**src/rtl/operand_feeder_if.sv**
```systemverilog
// Valid/ready operand stream from the source into the operand feeder FIFO.
interface operand_feeder_if #(
  parameter int DATA_WIDTH = 32
);
  logic [DATA_WIDTH-1:0] in_data;
  logic                  in_valid;
  logic                  in_ready;

  modport master (output in_data, output in_valid, input in_ready);
  modport slave  (input in_data, input in_valid, output in_ready);
endinterface

```
**src/rtl/operand_feeder.sv**
```systemverilog
// Buffers operand words in a FIFO and issues a programmed burst of them,
// at most one per cycle, to the accumulating adder's addend/Add inputs.
module operand_feeder #(
  parameter int DATA_WIDTH = 32,
  parameter int DEPTH      = 8,
  parameter int CNT_WIDTH  = 16
) (
  input  logic                   Clk,
  input  logic                   Rst,
  operand_feeder_if.slave        src,
  input  logic                   start,
  input  logic [CNT_WIDTH-1:0]   burst_len,
  output logic [DATA_WIDTH-1:0]  addend,
  output logic                   Add,
  output logic                   busy,
  output logic                   done,
  output logic [$clog2(DEPTH):0] level
);

  localparam int PTR_W = $clog2(DEPTH);
  localparam int LVL_W = PTR_W + 1;
  localparam logic [LVL_W-1:0] FULL_LVL = LVL_W'(DEPTH);

  typedef enum logic {S_IDLE, S_RUN} state_t;

  state_t                r_state;
  state_t                w_state_nxt;
  logic [DATA_WIDTH-1:0] r_mem [DEPTH];
  logic [PTR_W-1:0]      r_wr_ptr;
  logic [PTR_W-1:0]      r_rd_ptr;
  logic [LVL_W-1:0]      r_level;
  logic [CNT_WIDTH-1:0]  r_len;
  logic [CNT_WIDTH-1:0]  r_cnt;
  logic [DATA_WIDTH-1:0] r_addend;
  logic                  r_add;
  logic                  r_done;

  logic                  w_push;
  logic                  w_pop;
  logic                  w_latch;
  logic                  w_done_nxt;
  logic                  w_ready;
  logic [CNT_WIDTH-1:0]  w_cnt_nxt;

  // Ready comes from the registered level alone, so a same-cycle pop never frees a slot.
  assign w_ready      = (r_level != FULL_LVL);
  assign src.in_ready = w_ready;
  assign w_push       = src.in_valid && w_ready;
  assign w_cnt_nxt    = r_cnt + CNT_WIDTH'(1);

  assign addend = r_addend;
  assign Add    = r_add;
  assign done   = r_done;
  assign busy   = (r_state == S_RUN);
  assign level  = r_level;

  always_comb begin
    w_state_nxt = r_state;
    w_pop       = 1'b0;
    w_latch     = 1'b0;
    w_done_nxt  = 1'b0;
    case (r_state)
      S_IDLE: begin
        if (start) begin
          if (burst_len != '0) begin
            w_latch     = 1'b1;
            w_state_nxt = S_RUN;
          end else begin
            w_done_nxt = 1'b1;
          end
        end
      end
      S_RUN: begin
        if (r_level != '0) begin
          w_pop = 1'b1;
          if (w_cnt_nxt == r_len) begin
            w_done_nxt  = 1'b1;
            w_state_nxt = S_IDLE;
          end
        end
      end
      default: w_state_nxt = S_IDLE;
    endcase
  end

  always_ff @(posedge Clk or posedge Rst) begin
    if (Rst) r_state <= S_IDLE;
    else     r_state <= w_state_nxt;
  end

  // FIFO storage carries no reset; emptiness is defined by the pointers and level.
  always_ff @(posedge Clk) begin
    if (w_push) r_mem[r_wr_ptr] <= src.in_data;
  end

  always_ff @(posedge Clk or posedge Rst) begin
    if (Rst) begin
      r_wr_ptr <= '0;
      r_rd_ptr <= '0;
      r_level  <= '0;
    end else begin
      if (w_push) r_wr_ptr <= r_wr_ptr + PTR_W'(1);
      if (w_pop)  r_rd_ptr <= r_rd_ptr + PTR_W'(1);
      case ({w_push, w_pop})
        2'b10:   r_level <= r_level + LVL_W'(1);
        2'b01:   r_level <= r_level - LVL_W'(1);
        default: r_level <= r_level;
      endcase
    end
  end

  always_ff @(posedge Clk or posedge Rst) begin
    if (Rst) begin
      r_len <= '0;
      r_cnt <= '0;
    end else if (w_latch) begin
      r_len <= burst_len;
      r_cnt <= '0;
    end else if (w_pop) begin
      r_cnt <= w_cnt_nxt;
    end
  end

  // Addend holds its last value through starvation gaps; only Add drops.
  always_ff @(posedge Clk or posedge Rst) begin
    if (Rst) begin
      r_addend <= '0;
      r_add    <= 1'b0;
      r_done   <= 1'b0;
    end else begin
      r_add  <= w_pop;
      r_done <= w_done_nxt;
      if (w_pop) r_addend <= r_mem[r_rd_ptr];
    end
  end

endmodule

```
**src/flat_wrapper.sv**
```systemverilog
// flat-port wrapper written by rule: the top's interface ports become plain ports
module operand_feeder_flat 
#(
  parameter int DATA_WIDTH = 32,
  parameter int DEPTH      = 8,
  parameter int CNT_WIDTH  = 16
)
  (Clk, Rst, start, burst_len, addend, Add, busy, done, level, src_in_data, src_in_valid, src_in_ready);
  operand_feeder_if #(.DATA_WIDTH(DATA_WIDTH)) src_i ();
  input  logic Clk;
  input  logic Rst;
  input  logic start;
  input  logic [CNT_WIDTH-1:0] burst_len;
  output logic [DATA_WIDTH-1:0] addend;
  output logic Add;
  output logic busy;
  output logic done;
  output logic [$clog2(DEPTH):0] level;
  input wire logic [$bits(src_i.in_data)-1:0] src_in_data;
  input wire logic [$bits(src_i.in_valid)-1:0] src_in_valid;
  output wire logic [$bits(src_i.in_ready)-1:0] src_in_ready;
  assign src_i.in_data = src_in_data;
  assign src_i.in_valid = src_in_valid;
  assign src_in_ready = src_i.in_ready;
  operand_feeder #(.DATA_WIDTH(DATA_WIDTH), .DEPTH(DEPTH), .CNT_WIDTH(CNT_WIDTH)) u_core (.Clk(Clk), .Rst(Rst), .src(src_i), .start(start), .burst_len(burst_len), .addend(addend), .Add(Add), .busy(busy), .done(done), .level(level));
endmodule
```
**config.mk**
```make
export PLATFORM = sky130hd
export DESIGN_NAME = operand_feeder_flat
export DESIGN_NICKNAME = d
export VERILOG_FILES = /design/src/rtl/operand_feeder_if.sv /design/src/rtl/operand_feeder.sv /design/src/flat_wrapper.sv
export SDC_FILE = /design/constraint.sdc
export NUM_CORES = 1
export LEC_CHECK = 0
export BUFFER_PORTS_ARGS = -buffer_cell sky130_fd_sc_hd__buf_2
export CAP_MARGIN = 20
export CORE_AREA = 4 4 201 203
export CTS_CLUSTER_DIAMETER = 120
export DETAILED_ROUTE_END_ITERATION = 8
export DIE_AREA = 0 0 205 207
export GPL_ROUTABILITY_DRIVEN = 1
export GPL_TIMING_DRIVEN = 1
export SKIP_LAST_GASP = 1
export SLEW_MARGIN = 20
export SYNTH_ARGS = -nofsm -noshare
export SYNTH_HDL_FRONTEND = slang
export SYNTH_SLANG_ARGS = --single-unit
```
**constraint.sdc**
```tcl
create_clock -name Clk -period 4.15 [get_ports Clk]
set_input_delay 0.2075 -clock Clk [delete_from_list [all_inputs] [get_ports Clk]]
set_output_delay 0.2075 -clock Clk [all_outputs]
set_load 0.01 [all_outputs]
```
==> results.ini, run 1 <==
[sta]
finalSetupTns_ns = 0
min_period_ns = 2.75
min_period_over_period = 0.663
slew_headroom = 0.324
finClkSkew_ns = 0.0302
fmax_ghz = 0.364
rsz0062_at_grt = no
worst_pin_slew_ns = 1.01
hold_viol = 0
setup_viol = 0
finalMaxSlewViolations = 0

[global_routing]
grt_pass1_vias = 7305
antenna_found_initial = 1
grt_pass1_wl_mm = 43.6
grt_use_total = 0.132
overflow = 0
grt_max_degree = 82

[clocking]
clkLatencyLatePin_ns = 0.53
cts_tree = built
cts.clk_slew.worst_paths_ns = 0.06
h-tree-depth = 2
clockRootBuffer = clkbuf_16
clock-sinks = 333
clk_path_buf_depth = 3
cts_resized = 0
cts_inserted_buffers = 37
postCtsSetupRepairBufs = 0
hold_buffers = 51

[floorplan]
initial_core_util = 0.346
chipHeight_microns = 207
die_w_microns = 205
die_area_sq_um = 42400
core_sq_um = 38500
pin_count = 92
row_count = 72

[placement]
io_buffers = 91
hpwl_mm = 16.3
gp_congestion = 0.738

[drt]
top_layer = met5
wl_mm = 27.9
drtAntennaViolNets = 0
met3_length_mm = 1.10
met1Wirelength_mm = 12.5
wl_per_cell_microns = 19.2
vias = 7052
dr.first_iter.drc_count = 444
met2WireLength_mm = 13.9
vias_per_cell = 4.85
first_pass_iters = 4
drc_errors = 0

[worst_setup_path]
worstSetupStartpointType = flop
crit_chain = nor4_1 > nand2b_4 > inv_1 > ha_1 > ha_1 > a21o_1 > a21oi_1 > xnor2_1 > nor2_1 > xor2_1
critPathMostFrequentCell = ha_1
cp.arrival_ns = 3.16
worstSetupPathType = reg -> reg
max_stage_delay_ns = 0.48
cp_top_family = simple AND/OR/NAND/NOR gates
required_ns = 4.56
cp_num_cells = 10
crit_buf_inv = 1
crit_fanout = 13
end_kind = flop
rr_worst_depth = 10
cpMaxStageDelayCell = nor4_1

[run]
cap_violations = 0

[layout]
n_fill_cell = 3469
area_growth_pct = 21.5
register_area_sq_um = 9620
nNetsFinal = 967
multi_input_area_sq_um = 3560
drive_gt1_frac = 0.277
diodes = 0

[logic_synthesis]
ys_seq_elements = 333
synth_nets = 808
yosys_warnings = 0
synthesis.instances = 749
synth_edf_count = 256
seq_area_frac_synth = 0.722
async_flop_share = 0.231
syn_area_sq_um = 13300
synth-main-ff-cell = edfxtp_1
yosysUniqueCellTypes = 51
synth_area_per_cell_sq_um = 17.8

[hold_path]
hp-class = in -> async

[power]
peakVddDrop_mv = 0.356
leakage_nw = 5.70
p_total_mw = 11.0
power_density_nw_per_um2 = 683

[status]
status = complete, no violations

worst register-to-register path, cell delays in order, from the launching register on:
cell and delay [ns]:
dfrtp_1 0.45, nor4_1 0.48, nand2b_4 0.22, inv_1 0.20, ha_1 0.32, ha_1 0.29
a21o_1 0.17, a21oi_1 0.16, xnor2_1 0.14, nor2_1 0.06, xor2_1 0.14
layout make-up:
cell class,instances,share of cell area
clock buffer,55,0.0646
clock inverter,12,0.0104
inverter,10,0.00248
multi-input combinational,368,0.220
sequential,333,0.595
tap,518,0.0401
timing repair buffer,158,0.0672
worst paths after layout:
path / start / to / slack (ns)
max in group asynchronous: Rst / u_core.r_rd_ptr[0] / 2.79
max: u_core.level[0] / u_core.level[3] / 1.40
max reg2reg: u_core.level[0] / u_core.level[3] / 1.40
min reg2reg: u_core.addend[2] / u_core.addend[2] / 0.47
min in group Clk: burst_len[8] / u_core.r_len[8] / 0.45
min: Rst / u_core.r_len[14] / 0.32
stage by stage:
| stage | area, sq um | hold WS (ns) | worst slack (ns) | util | cells |
|---|---|---|---|---|---|
| detailed placement | 14400 | 0.366 | 1.39 | 0.376 | 1336 |
| finish | 16200 | 0.324 | 1.40 | 0.420 | 1454 |
| global route | 16200 | 0.400 | 1.18 | 0.420 | 1454 |
| floorplan | 13300 | 0.306 | 0.521 | - | 749 |
| global placement | 14400 | 0.357 | 1.44 | 0.376 | 1336 |
| CTS | 16200 | 0.340 | 1.38 | 0.420 | 1454 |
per-layer routing:
layer  track usage  vias to the layer above
met3        0.0258                       37
met5             0                        -
met4        0.0293                        2
met1         0.182                     3622
li1              -                     3249
met2         0.218                      142
cells in the final DEF, fill, tap and decap left out, drive strengths merged, types with 10 or more instances in the layout:
cell / n
edfxtp: 256
mux4: 64
xnor2: 13
mux2: 15
xor2: 18
nand2: 56
nor3: 10
nand3: 17
inv: 12
dlygate4sd3: 51
mux2i: 35
buf: 107
o21ai: 60
clkbuf: 55
dfrtp: 77
nor2: 19
cell families (layout without fill, tap and decap cells):
group | count (synthesis) | count (layout) | synth area share
mux | 114 | 114 | 0.148
flops | 333 | 333 | 0.722
compound gates | 84 | 84 | 0.0366
buf+inv | 48 | 235 | 0.0149
xor+xnor | 31 | 31 | 0.0204
simple gates | 132 | 132 | 0.0510
fa+ha+maj | 7 | 7 | 0.00714
Yosys cell counts, types with 2 or more instances:
master	count	area [sq um]
nand3_1	14	70.1
or3_1	2	12.5
o21ai_0	59	295
nand3b_1	2	15.0
nand4_1	6	37.5
a31oi_1	4	25.0
nand3_4	2	35.0
inv_1	10	37.5
a21oi_1	6	30.0
nor3_1	9	45.0
buf_2	12	60.1
a21o_1	2	15.0
nand2b_1	3	18.8
xnor2_1	13	114
mux2_2	14	158
xor2_1	18	158
clkbuf_1	19	71.3
buf_1	6	22.5
nor2b_1	2	12.5
nor2_1	17	63.8
o31ai_1	4	30.0
dfrtp_1	77	1930
ha_1	6	75.1
mux4_2	64	1440
nor4_1	7	43.8
edfxtp_1	256	7690
mux2i_1	35	350
nand2_1	55	206
and3_1	3	18.8
flip-flops by register name, indices dropped and copies added, names as in the netlist:
register         flops
u_core.r_mem       256
u_core.addend       32
u_core.r_cnt        16
u_core.r_len        16
u_core.level         4
u_core.r_rd_ptr      3
u_core.r_wr_ptr      3
u_core.Add           1
u_core.busy          1
u_core.done          1
where the power goes:
| part | total [mW] | internal, mW | switching (mW) |
|---|---|---|---|
| Sequential | 5.00 | 4.34 | 0.663 |
| Clock | 3.22 | 1.95 | 1.27 |
| Combinational | 2.83 | 1.42 | 1.40 |
Note: power is estimated with default switching activity, not from simulation.
==> run 2: changes to the inputs <==
- clock period: 4.15 -> 2.4 ns (I/O delays scaled with it)
==> run 2 against run 1 <==
Compared with the run above: core utilization rose by 1.1 points; cell count is 2.8% higher; sequential power increased by 64%; maximum frequency increased by 21%; critical path type unchanged; design area grew 2.6%; highest routed layer is now met4; sequential share of layout area fell by 1.5 points; die area stayed put; non-clock buffer count grew 40; largest power group unchanged.
==> results.ini, run 2 (same netlist as run 1, synthesis figures left out) <==
[clocking]
postCtsSetupRepairBufs = 0  ; unchanged
clockRootBuffer = clkbuf_16  ; unchanged
clock-sinks = 333  ; unchanged
clkLatencyLatePin_ns = 0.53  ; about the same
cts.clk_slew.worst_paths_ns = 0.06  ; about the same
cts_inserted_buffers = 36  ; was 37
cts_tree = built  ; unchanged
h-tree-depth = 2  ; unchanged
clk_path_buf_depth = 3  ; unchanged

[layout]
largest_reg_flops = 256  ; unchanged
n_fill_cell = 3448  ; was 3469
nNetsFinal = 1006  ; was 967
final_common_cell = edfxtp_1  ; unchanged
most-common-layout-cells = 256 x edfxtp_1, 91 x buf_2, 73 x dfrtp_1  ; was 256 x edfxtp_1, 91 x buf_2, 74 x dfrtp_1
top_register = u_core.r_mem  ; unchanged
drive_gt1_frac = 0.313  ; was 0.277
area_growth_pct = 24.7  ; was 21.5%

[sta]
finClkSkew_ns = 0.0167  ; was 0.0302 ns
slew_headroom = 0.442  ; was 0.324
finalMaxSlewViolations = 0  ; unchanged
worst_pin_slew_ns = 0.837  ; was 1.01 ns
min_period_ns = 2.26  ; was 2.75 ns
rsz0062_at_grt = no  ; unchanged
min_period_over_period = 0.943  ; was 0.663
hold_viol = 0  ; unchanged
layout_setup_ws_ns = 0.136  ; was 1.40 ns
setup_viol = 0  ; unchanged
fmax_ghz = 0.442  ; was 0.364 GHz

[placement]
pre_cts_slack_ns = 0.0239  ; was 1.39 ns
gp_congestion = 0.764  ; was 0.738
io_buffers = 91  ; unchanged
hpwl_mm = 17.5  ; was 16.3 mm

[worst_setup_path]
worstSetupPathType = reg -> reg  ; unchanged
end_kind = flop  ; unchanged
cp.arrival_ns = 2.68  ; was 3.16 ns
worstSetupStartpointType = flop  ; unchanged
reg2reg_to = u_core.level[3]  ; unchanged
rrSetupSlack_ns = 0.14  ; was 1.40 ns
crit_fanout = 3  ; was 13
r2r-start = u_core.level[0]  ; unchanged
required_ns = 2.81  ; was 4.56 ns
rr_worst_depth = 10  ; unchanged
startpoint = u_core.level[0]  ; unchanged
endpoint = u_core.level[3]  ; unchanged

[power]
p_total_mw = 19.3  ; was 11.0 mW
peakVddDrop_mv = 0.862  ; was 0.356 mV
leakage_nw = 5.92  ; was 5.70 nW
power_density_nw_per_um2 = 1160  ; was 683 nW/um^2

[status]
status = complete, no violations  ; unchanged

[floorplan]
initial_core_util = 0.346  ; unchanged
die_w_microns = 205  ; unchanged
row_count = 72  ; unchanged
die_area_sq_um = 42400  ; unchanged
core_sq_um = 38500  ; unchanged
chipHeight_microns = 207  ; unchanged
pin_count = 92  ; unchanged

[drt]
met3_length_mm = 1.18  ; was 1.10 mm
vias_per_cell = 4.84  ; was 4.85
met2WireLength_mm = 14.0  ; was 13.9 mm
dr.first_iter.drc_count = 260  ; was 444
first_pass_iters = 4  ; unchanged
drc_errors = 0  ; unchanged
vias = 7224  ; was 7052
met1Wirelength_mm = 12.9  ; was 12.5 mm
top_layer = met4  ; was met5
drtAntennaViolNets = 0  ; unchanged
wl_per_cell_microns = 19.2  ; about the same
wl_mm = 28.7  ; was 27.9 mm

[global_routing]
grt_pass1_vias = 7621  ; was 7305
overflow = 0  ; unchanged
grt_use_total = 0.136  ; was 0.132
grt_pass1_wl_mm = 44.9  ; was 43.6 mm
grt_max_degree = 82  ; unchanged
antenna_found_initial = 1  ; unchanged

[run]
cap_violations = 0  ; unchanged

[hold_path]
hp-class = in -> async  ; unchanged

[run 2: changes by cell type in the layout (fill, tap and decap cells not counted), sizes merged]
cell,before,now
bufinv,3,0
clkinv,7,10
clkinvlp,0,1
clkbuf,55,53
diode,0,1
buf,107,147
[run 2: worst max-delay path, stage by stage, from the launching register on]
cell and delay [ns]:
dfrtp_2 0.40, nor4_2 0.32, nand2b_4 0.19, inv_1 0.06, ha_1 0.23, ha_1 0.28
a21o_1 0.18, a21oi_1 0.16, xnor2_1 0.13, nor2_1 0.06, xor2_1 0.14
[run 2: what timing repair did]
action / in CTS / in global routing
setup endpoints to repair: 0 / 3
endpoints found under the hold margin: 298 / 0
hold buffers: 51 / 0
gates resized for setup: 0 / 2
[run 2: layout make-up]
class	count	area, sq um	share of cell area
sequential	333	9620	0.580
multi-input combinational	368	3600	0.217
timing repair buffer	198	1540	0.0926
clock buffer	53	1050	0.0630
tap	518	648	0.0391
clock inverter	13	92.6	0.00558
inverter	10	40.0	0.00241
antenna	1	2.50	0.000151
[run 2: per-layer routing]
layer	up-vias	GRT usage
met1	3696	0.187
met4	0	0.0314
met5	-	0
li1	3338	-
met2	138	0.223
met3	52	0.0277
[run 2: how the worst min path moves through the flow]
| stage | to | slack [ns] | cells after the start |
|---|---|---|---|
| 2_1_floorplan | u_core.r_mem[0][0] | 0.22 | 0 |
| 3_3_place_gp | u_core.r_cnt[14] | 0.15 | 2 |
| 3_5_place_dp | u_core.r_cnt[14] | 0.16 | 2 |
| 4_1_cts | u_core.r_rd_ptr[0] | 0.16 | 3 |
| 5_1_grt | u_core.r_cnt[14] | 0.19 | 3 |
| 6_report | u_core.addend[18] | 0.16 | 3 |
[run 2: per-stage QoR]
stage | util | area (sq um) | std cells | setup TNS [ns] | hold WS, ns
2_1_floorplan | - | 13300 | 749 | -45.96 | 0.219
3_3_place_gp | 0.388 | 14900 | 1376 | 0 | 0.151
3_5_place_dp | 0.388 | 14900 | 1376 | 0 | 0.161
4_1_cts | 0.431 | 16600 | 1493 | 0 | 0.161
5_1_grt | 0.431 | 16600 | 1494 | 0 | 0.193
6_report | 0.431 | 16600 | 1494 | 0 | 0.158
[run 2: power by group]
group	switching [mW]	total [mW]	internal (mW)
registers	0.714	8.22	7.50
clock network	2.21	5.26	3.05
logic	2.98	5.82	2.84
total	5.90	19.3	13.4
==> run 3: changes to the inputs <==
- PLACE_DENSITY_LB_ADDON: not set -> 0.1
==> run 3 against run 2 <==
Compared with the run above: combinational power down 0.9%; power up 3.9%; clock power up 13%; die area unchanged; sequential share of layout area down 0.44 points; worst setup slack worse by 0.027 ns; routed wire length up 6.2%; register-to-register slack worse by 0.03 ns; critical path depth unchanged; critical path type unchanged; critical endpoint unchanged; largest power group unchanged.
==> results.ini, run 3 (same netlist as run 1, synthesis figures left out) <==
[sta]
slew_headroom = 0.402  ; was 0.442
fin_worst_hold_slack_ns = 0.180  ; was 0.158 ns
setup_viol = 0  ; unchanged
hold_viol = 0  ; unchanged
min_period_over_period = 0.955  ; was 0.943
finClkSkew_ns = 0.0195  ; was 0.0167 ns
worst_pin_slew_ns = 0.897  ; was 0.837 ns
layout_setup_ws_ns = 0.109  ; was 0.136 ns
fmax_ghz = 0.437  ; was 0.442 GHz
min_period_ns = 2.29  ; was 2.26 ns
finalSetupTns_ns = 0  ; unchanged
rsz0062_at_grt = no  ; unchanged
finalMaxSlewViolations = 0  ; unchanged

[global_routing]
overflow = 0  ; unchanged
grt_pass1_vias = 7830  ; was 7621
grt_use_total = 0.144  ; was 0.136
grt_max_degree = 82  ; unchanged
antenna_found_initial = 1  ; unchanged
grt_pass1_wl_mm = 47.1  ; was 44.9 mm

[worst_setup_path]
crit_fanout = 3  ; unchanged
cpMaxStageDelayCell = dfrtp_2  ; unchanged
required_ns = 2.80  ; was 2.81 ns
worstSetupStartpointType = flop  ; unchanged
max_stage_delay_ns = 0.41  ; was 0.40 ns
crit_chain = nor4_4 > nand2b_4 > inv_1 > ha_1 > ha_1 > a21o_1 > a21oi_1 > xnor2_1 > nor2_1 > xor2_1  ; was nor4_2 > nand2b_4 > inv_1 > ha_1 > ha_1 > a21o_1 > a21oi_1 > xnor2_1 > nor2_1 > xor2_1
cp.arrival_ns = 2.69  ; was 2.68 ns
end_kind = flop  ; unchanged
worstSetupPathType = reg -> reg  ; unchanged
critPathMostFrequentCell = ha_1  ; unchanged

[drt]
dr.first_iter.drc_count = 307  ; was 260
met1Wirelength_mm = 13.4  ; was 12.9 mm
vias_per_cell = 4.84  ; about the same
met3_length_mm = 1.03  ; was 1.18 mm
top_layer = met4  ; unchanged
drtAntennaViolNets = 0  ; unchanged
met2WireLength_mm = 15.4  ; was 14.0 mm
wl_per_cell_microns = 20.5  ; was 19.2 microns
first_pass_iters = 4  ; unchanged
drc_errors = 0  ; unchanged
wl_mm = 30.5  ; was 28.7 mm
vias = 7221  ; was 7224

[floorplan]
core_sq_um = 38500  ; unchanged
initial_core_util = 0.346  ; unchanged
die_area_sq_um = 42400  ; unchanged
die_w_microns = 205  ; unchanged
chipHeight_microns = 207  ; unchanged
pin_count = 92  ; unchanged
row_count = 72  ; unchanged

[clocking]
clockRootBuffer = clkbuf_16  ; unchanged
cts_tree = built  ; unchanged
clock-sinks = 333  ; unchanged
cts_inserted_buffers = 39  ; was 36
postCtsSetupRepairBufs = 0  ; unchanged
cts.clk_slew.worst_paths_ns = 0.06  ; about the same
h-tree-depth = 2  ; unchanged
clkLatencyLatePin_ns = 0.53  ; about the same
clk_path_buf_depth = 3  ; unchanged

[placement]
gp_congestion = 0.835  ; was 0.764
pre_cts_slack_ns = -0.0282  ; was 0.0239 ns
placed_area_sq_um = 14800  ; was 14900 sq um
numPlacedInstances = 1366  ; was 1376
hpwl_mm = 17.2  ; was 17.5 mm
io_buffers = 91  ; unchanged

[layout]
area_growth_pct = 25.6  ; was 24.7%
fin_util = 0.435  ; was 0.431
top_register = u_core.r_mem  ; unchanged
drive_gt1_frac = 0.310  ; was 0.313
stdcell_count = 1491  ; was 1494
largest_reg_flops = 256  ; unchanged
fin_area_sq_um = 16700  ; was 16600 sq um
most-common-layout-cells = 256 x edfxtp_1, 91 x buf_2, 73 x dfrtp_1  ; unchanged
nNetsFinal = 1000  ; was 1006
final_common_cell = edfxtp_1  ; unchanged

[power]
p_total_mw = 20.0  ; was 19.3 mW
peakVddDrop_mv = 0.540  ; was 0.862 mV
leakage_nw = 5.96  ; was 5.92 nW
power_density_nw_per_um2 = 1200  ; was 1160 nW/um^2

[hold_path]
hp-class = in -> async  ; unchanged

[status]
status = complete, no violations  ; unchanged

[run]
cap_violations = 0  ; unchanged

-- run 3: cell types whose count changed in the layout (fill, tap and decap cells not counted), sizes merged --
cell	before	now
buf	147	137
clkbuf	53	63
clkinv	10	4
clkinvlp	1	2
inv	12	10
bufinv	0	3
dlygate4sd3	51	52
-- run 3: power breakdown --
part           switching, mW  internal, mW
Combinational           2.95          2.81
Clock                   2.25          3.71
Sequential             0.811          7.50
-- run 3: timing repair --
| action | CTS | global route |
|---|---|---|
| endpoints found under the setup margin | 1 | 2 |
| hold endpoints to repair | 301 | 0 |
| hold buffers | 52 | 0 |
| gates resized for setup | 1 | 1 |
-- run 3: layout make-up --
| cell class | instances | area, sq um |
|---|---|---|
| flip-flops and latches | 333 | 9620 |
| diodes | 1 | 2.50 |
| multi-input cells | 368 | 3600 |
| well taps | 518 | 648 |
| clock buffers | 63 | 1190 |
| repair buffers | 189 | 1470 |
| fillers | 3430 | 21800 |
| inverters | 10 | 38.8 |
| clock inverters | 9 | 140 |
-- run 3: critical path: cells and delay by family, from the launching register on --
family	cells	cell delay [ns]
AO/OA/AOI/OAI	2	0.35
XOR/XNOR	2	0.28
adder cells (fa/ha/maj)	2	0.52
buffers and inverters	1	0.06
flip-flops	1	0.41
AND/OR/NAND/NOR	3	0.55
-- run 3: path summary, 6_finish.rpt --
kind	startpoint	to	slack, ns	cells after the start
setup reg to reg	u_core.level[0]	u_core.level[3]	0.11	10
hold reg to reg	u_core.addend[25]	u_core.addend[25]	0.48	2
max in group asynchronous	Rst	u_core.r_rd_ptr[0]	1.41	4
hold / removal	Rst	u_core.r_len[13]	0.18	3
setup / recovery	u_core.level[0]	u_core.level[3]	0.11	10
min in group Clk	burst_len[10]	u_core.r_len[10]	0.37	4
-- run 3: layer usage --
layer  vias to the layer above  GRT usage
met2                       130      0.247
met3                        46     0.0249
met4                         0     0.0402
met1                      3728      0.191
met5                         -          0
li1                       3317          -
